[src/rtl/pwm_shadow_controller_pkg.sv]
// Shared types and defaults for the PWM shadow/commit controller.
package pwm_pkg;

  typedef enum logic {
    IDLE    = 1'b0,
    PENDING = 1'b1
  } state_t;

  localparam int unsigned SELECT_TOP      = 0;
  localparam int unsigned DEFAULT_WIDTH   = 16;
  localparam int unsigned DEFAULT_OUTPUTS = 4;

endpackage

[src/rtl/pwm_shadow_controller_if.sv]
// Shadow-register write bus between the register file (master) and the controller (slave).
interface pwm_shadow_controller_if
  import pwm_pkg::*;
#(
  parameter int unsigned WIDTH   = DEFAULT_WIDTH,
  parameter int unsigned OUTPUTS = DEFAULT_OUTPUTS
);
  localparam int unsigned SEL_W = $clog2(OUTPUTS + 1);

  logic             shadowWriteEnable;
  logic [SEL_W-1:0] shadowWriteSelect;
  logic [WIDTH-1:0] shadowWriteData;
  logic             shadowWriteReject;

  modport master (
    output shadowWriteEnable, shadowWriteSelect, shadowWriteData,
    input  shadowWriteReject
  );

  modport slave (
    input  shadowWriteEnable, shadowWriteSelect, shadowWriteData,
    output shadowWriteReject
  );
endinterface

[src/rtl/pwm_commit_timer.sv]
// Counts cycles spent waiting for a commit; flags the last permitted waiting cycle.
module pwm_commit_timer #(
  parameter int unsigned TIMEOUT_CYCLES = 65535
) (
  input  logic clk,
  input  logic rst,
  input  logic run,
  input  logic clear,
  output logic expired
);
  localparam int unsigned CW = $clog2(TIMEOUT_CYCLES + 1);

  logic [CW-1:0] count;

  assign expired = run && (count == CW'(TIMEOUT_CYCLES - 1));

  always_ff @(posedge clk) begin
    if (rst || clear || !run) begin
      count <= '0;
    end else begin
      count <= count + 1'b1;
    end
  end
endmodule

[src/rtl/pwm_shadow_controller.sv]
// Double-buffered top/compare registers committed atomically at the PWM period boundary.
// Optional forced-commit timeout is enabled by defining PWM_SHADOW_TIMEOUT_EN.
module pwm_shadow_controller
  import pwm_pkg::*;
#(
  parameter int unsigned WIDTH          = DEFAULT_WIDTH,
  parameter int unsigned OUTPUTS        = DEFAULT_OUTPUTS,
  parameter int unsigned TIMEOUT_CYCLES = 65535
) (
  input  logic                     clk,
  input  logic                     rst,
  pwm_shadow_controller_if.slave   wr,
  input  logic                     commitRequest,
  input  logic                     commitImmediate,
  input  logic                     counterEnable,
  input  logic                     counterWrap,
  output logic [WIDTH-1:0]         activeTop,
  output logic [OUTPUTS*WIDTH-1:0] activeCompare,
  output logic                     commitPending,
  output logic                     commitDone
`ifdef PWM_SHADOW_TIMEOUT_EN
  ,
  output logic                     commitTimeout
`endif
);
  localparam int unsigned SEL_W = $clog2(OUTPUTS + 1);

  state_t state, state_nx;

  logic [WIDTH-1:0]              shadow_top, top_nx;
  logic [OUTPUTS-1:0][WIDTH-1:0] shadow_cmp, cmp_nx, cmp_clamped, active_cmp;
  logic                          do_commit, reject_nx, req_accept, timer_expired;

`ifdef PWM_SHADOW_TIMEOUT_EN
  pwm_commit_timer #(
    .TIMEOUT_CYCLES(TIMEOUT_CYCLES)
  ) u_timer (
    .clk     (clk),
    .rst     (rst),
    .run     (state == PENDING),
    .clear   (do_commit),
    .expired (timer_expired)
  );
`else
  assign timer_expired = 1'b0;
`endif

  // Shadow next-values are computed first so a same-cycle write is part of the commit.
  always_comb begin
    top_nx     = shadow_top;
    cmp_nx     = shadow_cmp;
    state_nx   = state;
    do_commit  = 1'b0;
    reject_nx  = 1'b0;
    req_accept = 1'b0;

    if (wr.shadowWriteEnable) begin
      if (state == PENDING) begin
        reject_nx = 1'b1;
      end else if (wr.shadowWriteSelect == SEL_W'(SELECT_TOP)) begin
        top_nx = wr.shadowWriteData;
      end else begin
        for (int unsigned k = 0; k < OUTPUTS; k++) begin
          if (wr.shadowWriteSelect == SEL_W'(k + 1)) cmp_nx[k] = wr.shadowWriteData;
        end
      end
    end

    unique case (state)
      IDLE: begin
        req_accept = commitRequest;
        if (commitImmediate || (commitRequest && !counterEnable)) begin
          do_commit = 1'b1;
        end else if (commitRequest) begin
          state_nx = PENDING;
        end
      end
      PENDING: begin
        if (counterWrap || commitImmediate || !counterEnable || timer_expired) begin
          do_commit = 1'b1;
          state_nx  = IDLE;
        end
      end
      default: state_nx = IDLE;
    endcase

    for (int unsigned k = 0; k < OUTPUTS; k++) begin
      cmp_clamped[k] = (cmp_nx[k] > top_nx) ? top_nx : cmp_nx[k];
    end
  end

  always_ff @(posedge clk) begin
    if (rst) begin
      state                <= IDLE;
      shadow_top           <= '0;
      shadow_cmp           <= '0;
      activeTop            <= '0;
      active_cmp           <= '0;
      commitDone           <= 1'b0;
      wr.shadowWriteReject <= 1'b0;
    end else begin
      state                <= state_nx;
      shadow_top           <= top_nx;
      shadow_cmp           <= cmp_nx;
      commitDone           <= do_commit;
      wr.shadowWriteReject <= reject_nx;
      if (do_commit) begin
        activeTop  <= top_nx;
        active_cmp <= cmp_clamped;
      end
    end
  end

`ifdef PWM_SHADOW_TIMEOUT_EN
  always_ff @(posedge clk) begin
    if (rst) begin
      commitTimeout <= 1'b0;
    end else if (timer_expired) begin
      commitTimeout <= 1'b1;
    end else if (req_accept) begin
      commitTimeout <= 1'b0;
    end
  end
`endif

  assign commitPending = (state == PENDING);
  assign activeCompare = active_cmp;
endmodule

[src/flat_wrapper.sv]
// flat-port wrapper written by rule: the top's interface ports become plain ports
module pwm_shadow_controller_flat import pwm_pkg::*;
#(
  parameter int unsigned WIDTH          = DEFAULT_WIDTH,
  parameter int unsigned OUTPUTS        = DEFAULT_OUTPUTS,
  parameter int unsigned TIMEOUT_CYCLES = 65535
)
  (clk, rst, commitRequest, commitImmediate, counterEnable, counterWrap, activeTop, activeCompare, commitPending, commitDone, wr_shadowWriteEnable, wr_shadowWriteSelect, wr_shadowWriteData, wr_shadowWriteReject);
  pwm_shadow_controller_if #(.WIDTH(WIDTH), .OUTPUTS(OUTPUTS)) wr_i ();
  input  logic clk;
  input  logic rst;
  input  logic commitRequest;
  input  logic commitImmediate;
  input  logic counterEnable;
  input  logic counterWrap;
  output logic [WIDTH-1:0] activeTop;
  output logic [OUTPUTS*WIDTH-1:0] activeCompare;
  output logic commitPending;
  output logic commitDone;
  input wire logic [$bits(wr_i.shadowWriteEnable)-1:0] wr_shadowWriteEnable;
  input wire logic [$bits(wr_i.shadowWriteSelect)-1:0] wr_shadowWriteSelect;
  input wire logic [$bits(wr_i.shadowWriteData)-1:0] wr_shadowWriteData;
  output wire logic [$bits(wr_i.shadowWriteReject)-1:0] wr_shadowWriteReject;
  assign wr_i.shadowWriteEnable = wr_shadowWriteEnable;
  assign wr_i.shadowWriteSelect = wr_shadowWriteSelect;
  assign wr_i.shadowWriteData = wr_shadowWriteData;
  assign wr_shadowWriteReject = wr_i.shadowWriteReject;
  pwm_shadow_controller #(.WIDTH(WIDTH), .OUTPUTS(OUTPUTS), .TIMEOUT_CYCLES(TIMEOUT_CYCLES)) u_core (.clk(clk), .rst(rst), .wr(wr_i), .commitRequest(commitRequest), .commitImmediate(commitImmediate), .counterEnable(counterEnable), .counterWrap(counterWrap), .activeTop(activeTop), .activeCompare(activeCompare), .commitPending(commitPending), .commitDone(commitDone));
endmodule
[config.mk]
export PLATFORM = sky130hd
export DESIGN_NAME = pwm_shadow_controller_flat
export DESIGN_NICKNAME = d
export VERILOG_FILES = /design/src/rtl/pwm_shadow_controller_pkg.sv /design/src/rtl/pwm_shadow_controller_if.sv /design/src/rtl/pwm_commit_timer.sv /design/src/rtl/pwm_shadow_controller.sv /design/src/flat_wrapper.sv
export SDC_FILE = /design/constraint.sdc
export NUM_CORES = 1
export LEC_CHECK = 0
export ABC_AREA = 0
export CORE_ASPECT_RATIO = 1.5
export CORE_MARGIN = 1.5
export CORE_UTILIZATION = 50
export DETAILED_ROUTE_END_ITERATION = 10
export PLACE_DENSITY = 0.77
export SLEW_MARGIN = 10
export SYNTH_ARGS = -nofsm -noshare
export SYNTH_HDL_FRONTEND = slang
export SYNTH_SLANG_ARGS = --single-unit
[constraint.sdc]
create_clock -name clk -period 5.34 [get_ports clk]
set_input_delay 1.602 -clock clk [delete_from_list [all_inputs] [get_ports clk]]
set_output_delay 1.602 -clock clk [all_outputs]
set_load 0.005 [all_outputs]
==> summary.txt <==
Power
  • Static Leak: between 0.004 and 0.005 µW
  • Pwr Density: ~310 mW/mm²
  • VDD IR-drop max: 0.179 mV

Clocking
  • Maximum clock insertion buffer count: 2
  • Cts bufs inserted: 17
  • Root Driver: clkbuf_16
  • Clk_lat worst skew: around 0.44 ns
  • CTS tree: yes
  • Postcts setup bufs: 0
  • H-Tree Depth: 4
  • Clock sink count: about 160
  • Clock slew at reported path FFs: roughly 0.070 ns
  • Hold buffer count at CTS: 0
  • Number of gates resized after cts: 0

Critical path
  • Worst Path Max Fanout: 11
  • Worst setup SP type: primary input
  • Critical Path RT: ~5.7 ns
  • Crit path arrival time: between 5 and 6 ns
  • CP Capture Type: register
  • Critical path class: primary input to register
  • Reg2reg path depth: 15

Job
  • Max Cap Viol: 0

Synthesis
  • Sequential element share of the synthesized area: 40.7%
  • Cells after Synth: just under 900
  • #FFs+latches synth: 163
  • Ys flop type: dfxtp_1
  • Synthesized Nets: 967
  • Synth warnings: 0
  • Leading area contributor after synthesis: dfxtp_1
  • Post-synth EDFFs: 0
  • Yosys top cell area share: between 40% and 50%
  • Synth cell types: 52
  • Syn Area/Cell: a little over 9 µm²
  • Synth area leaders: dfxtp_1, ha_1, mux2i_1
  • Cell area after synthesis: roughly 0.008 mm²
  • Synth async-reset ratio: 0%

Place
  • I/O Buffers: 108
  • Placed cell areas: a little under 0.01 mm²
  • DP HPWL: roughly 17000 µm
  • Placer Congestion: just over 0.9

STA
  • Worst Tran Pin Value: 1.11 ns
  • Hold Violations, Final: 0
  • Unrepaired setup endpoints after global routing: false
  • Tmin final: just over 5 ns
  • Fin crit share: between 90 and 100%
  • Max Clock Freq: around 200 MHz
  • Clock skew: ~0.014 ns
  • Final Max Slew Viols: 0
  • WHS: 0.451 ns
  • Final setup violation count: 0
  • Max-slew headroom: 25.9%

Finish
  • Fin nets: 1116
  • Filler cell count: around 1200
  • Final instance area: approximately 0.010 mm²
  • N_diodes: 0
  • Area Growth Syn to Fin: 30.0%
  • Commonest non-fill, non-tap cell in the layout: dfxtp_1
  • Most frequent cells in the layout: dfxtp_1, nor2_1, clkdlybuf4s50_1
  • Share of layout cells above drive strength 1: 13.3%

Global routing
  • Initial antenna violation count: 0
  • Number of global-route vias before repair: 7101
  • Global-route wire length before repair: approximately 38000 µm
  • Largest net degree at the start of global routing: 78
  • Gr usage total: approximately 30%
  • Grt total ovfl: 0

Detailed routing
  • DR WL/cell: around 20 µm
  • Routed Antenna Nets: 0
  • Iteration-0 DRC Markers: between 500 and 600
  • Via/cell ratio: 5.90
  • Pre-antenna DRT Iters: 5
  • Drt drc: 0
  • Via count: roughly 7400
  • WL final: 24800 µm

Min path
  • Worst Hold Class: register to register
  • Worst Hold Depth: 2

Floorplan
  • DIE AREA: approximately 0.017 mm²
  • Die H: 158 µm
  • Starting density of the core: between 50% and 60%
  • I/O pin count: 109
  • Die Width: 106 µm
  • Placeable Area: between 0.015 and 0.02 mm²
  • Row count: 56

Run status
  • Status: finished clean
-- state kept, by name (all words and copies together), names as in the netlist --
register,count
u_core.shadow_top,16
u_core.wr.shadowWriteReject,1
u_core.shadow_cmp,64
u_core.activeCompare,64
u_core.commitPending,1
u_core.activeTop,16
u_core.commitDone,1
-- per-stage QoR --
stage | TNS (ns) | power [µW] | setup WS (ns) | cells | util [%]
6_report | 0 | 3250 | 0.226 | 1246 | 66.7
5_1_grt | 0 | 3380 | 0.0774 | 1246 | 66.7
4_1_cts | 0 | 3250 | 0.141 | 1246 | 66.6
3_5_place_dp | -0.304 | 2050 | -0.0681 | 1214 | 62.9
3_3_place_gp | -0.0175 | 2040 | -0.0175 | 1214 | 62.9
2_1_floorplan | 0 | 1740 | 0.00380 | 881 | -
-- worst max-delay path, cell delays in order --
cell	delay [ns]
clkdlybuf4s50_1	0.48
or3b_1	0.46
nor3_4	0.27
buf_4	0.23
mux2i_1	0.24
inv_1	0.08
ha_1	0.34
a21oi_1	0.16
nor2_1	0.05
a211o_1	0.29
a2111oi_2	0.39
buf_4	0.18
o221a_4	0.23
buf_12	0.13
nor3_1	0.05
a211o_1	0.26
-- cells by family (layout without fill, tap and decap cells) --
group / Yosys count / after routing / synth area share [%]
AND/OR/NAND/NOR: 304 / 304 / 18.7
AO/OA/AOI/OAI: 160 / 160 / 15.2
buffers and inverters: 112 / 274 / 5.54
multiplexers: 81 / 81 / 10.4
flip-flops: 163 / 163 / 40.7
XOR/XNOR: 1 / 1 / 0.109
adder cells (fa/ha/maj): 60 / 60 / 9.37
-- path summary, 6_finish.rpt --
kind	startpoint	to	slack, ns
min	u_core.activeCompare[32]	u_core.activeCompare[32]	0.45
max	wr_shadowWriteEnable	u_core.activeCompare[0]	0.23
max reg2reg	u_core.commitPending	u_core.activeCompare[0]	1.38
min reg2reg	u_core.activeCompare[32]	u_core.activeCompare[32]	0.45
-- power breakdown --
part           total [µW]  switching, µW  internal, µW
logic                 738            390           347
registers            1300           29.3          1270
clock network        1210            557           657
-- cell type report --
| class | instances | area (µm²) | area share [%] |
|---|---|---|---|
| repair buffers | 189 | 1790 | 17.2 |
| clock buffers | 18 | 429 | 4.12 |
| well taps | 203 | 254 | 2.44 |
| flip-flops and latches | 163 | 3260 | 31.3 |
| multi-input cells | 606 | 4340 | 41.6 |
| inverters | 53 | 199 | 1.91 |
| clock inverters | 14 | 150 | 1.44 |
-- per-layer routing --
metal	wire length, µm	track usage, %
met1	9980	36.3
met3	1560	4.49
met5	0	0
met4	1390	17.7
met2	11900	50.2
-- cell usage after synthesis (2+ instances only) --
cell type and instances:
a211o_1 3, a211oi_1 19, a21o_1 7, a21oi_1 22
and2_1 2, buf_1 2, buf_2 7, buf_6 2
clkbuf_1 48, dfxtp_1 163, ha_1 60, inv_1 53
mux2_2 15, mux2i_1 65, nand2_1 59, nand3_1 37
nand3b_1 32, nand4_1 11, nor2_1 114, nor2b_1 15
nor3_1 4, nor3b_1 17, nor4_1 7, o2111ai_1 2
o211ai_1 3, o21a_1 19, o21ai_0 8, o311ai_1 45
o31ai_1 17
No activity file was read; power rests on OpenSTA's default activity.
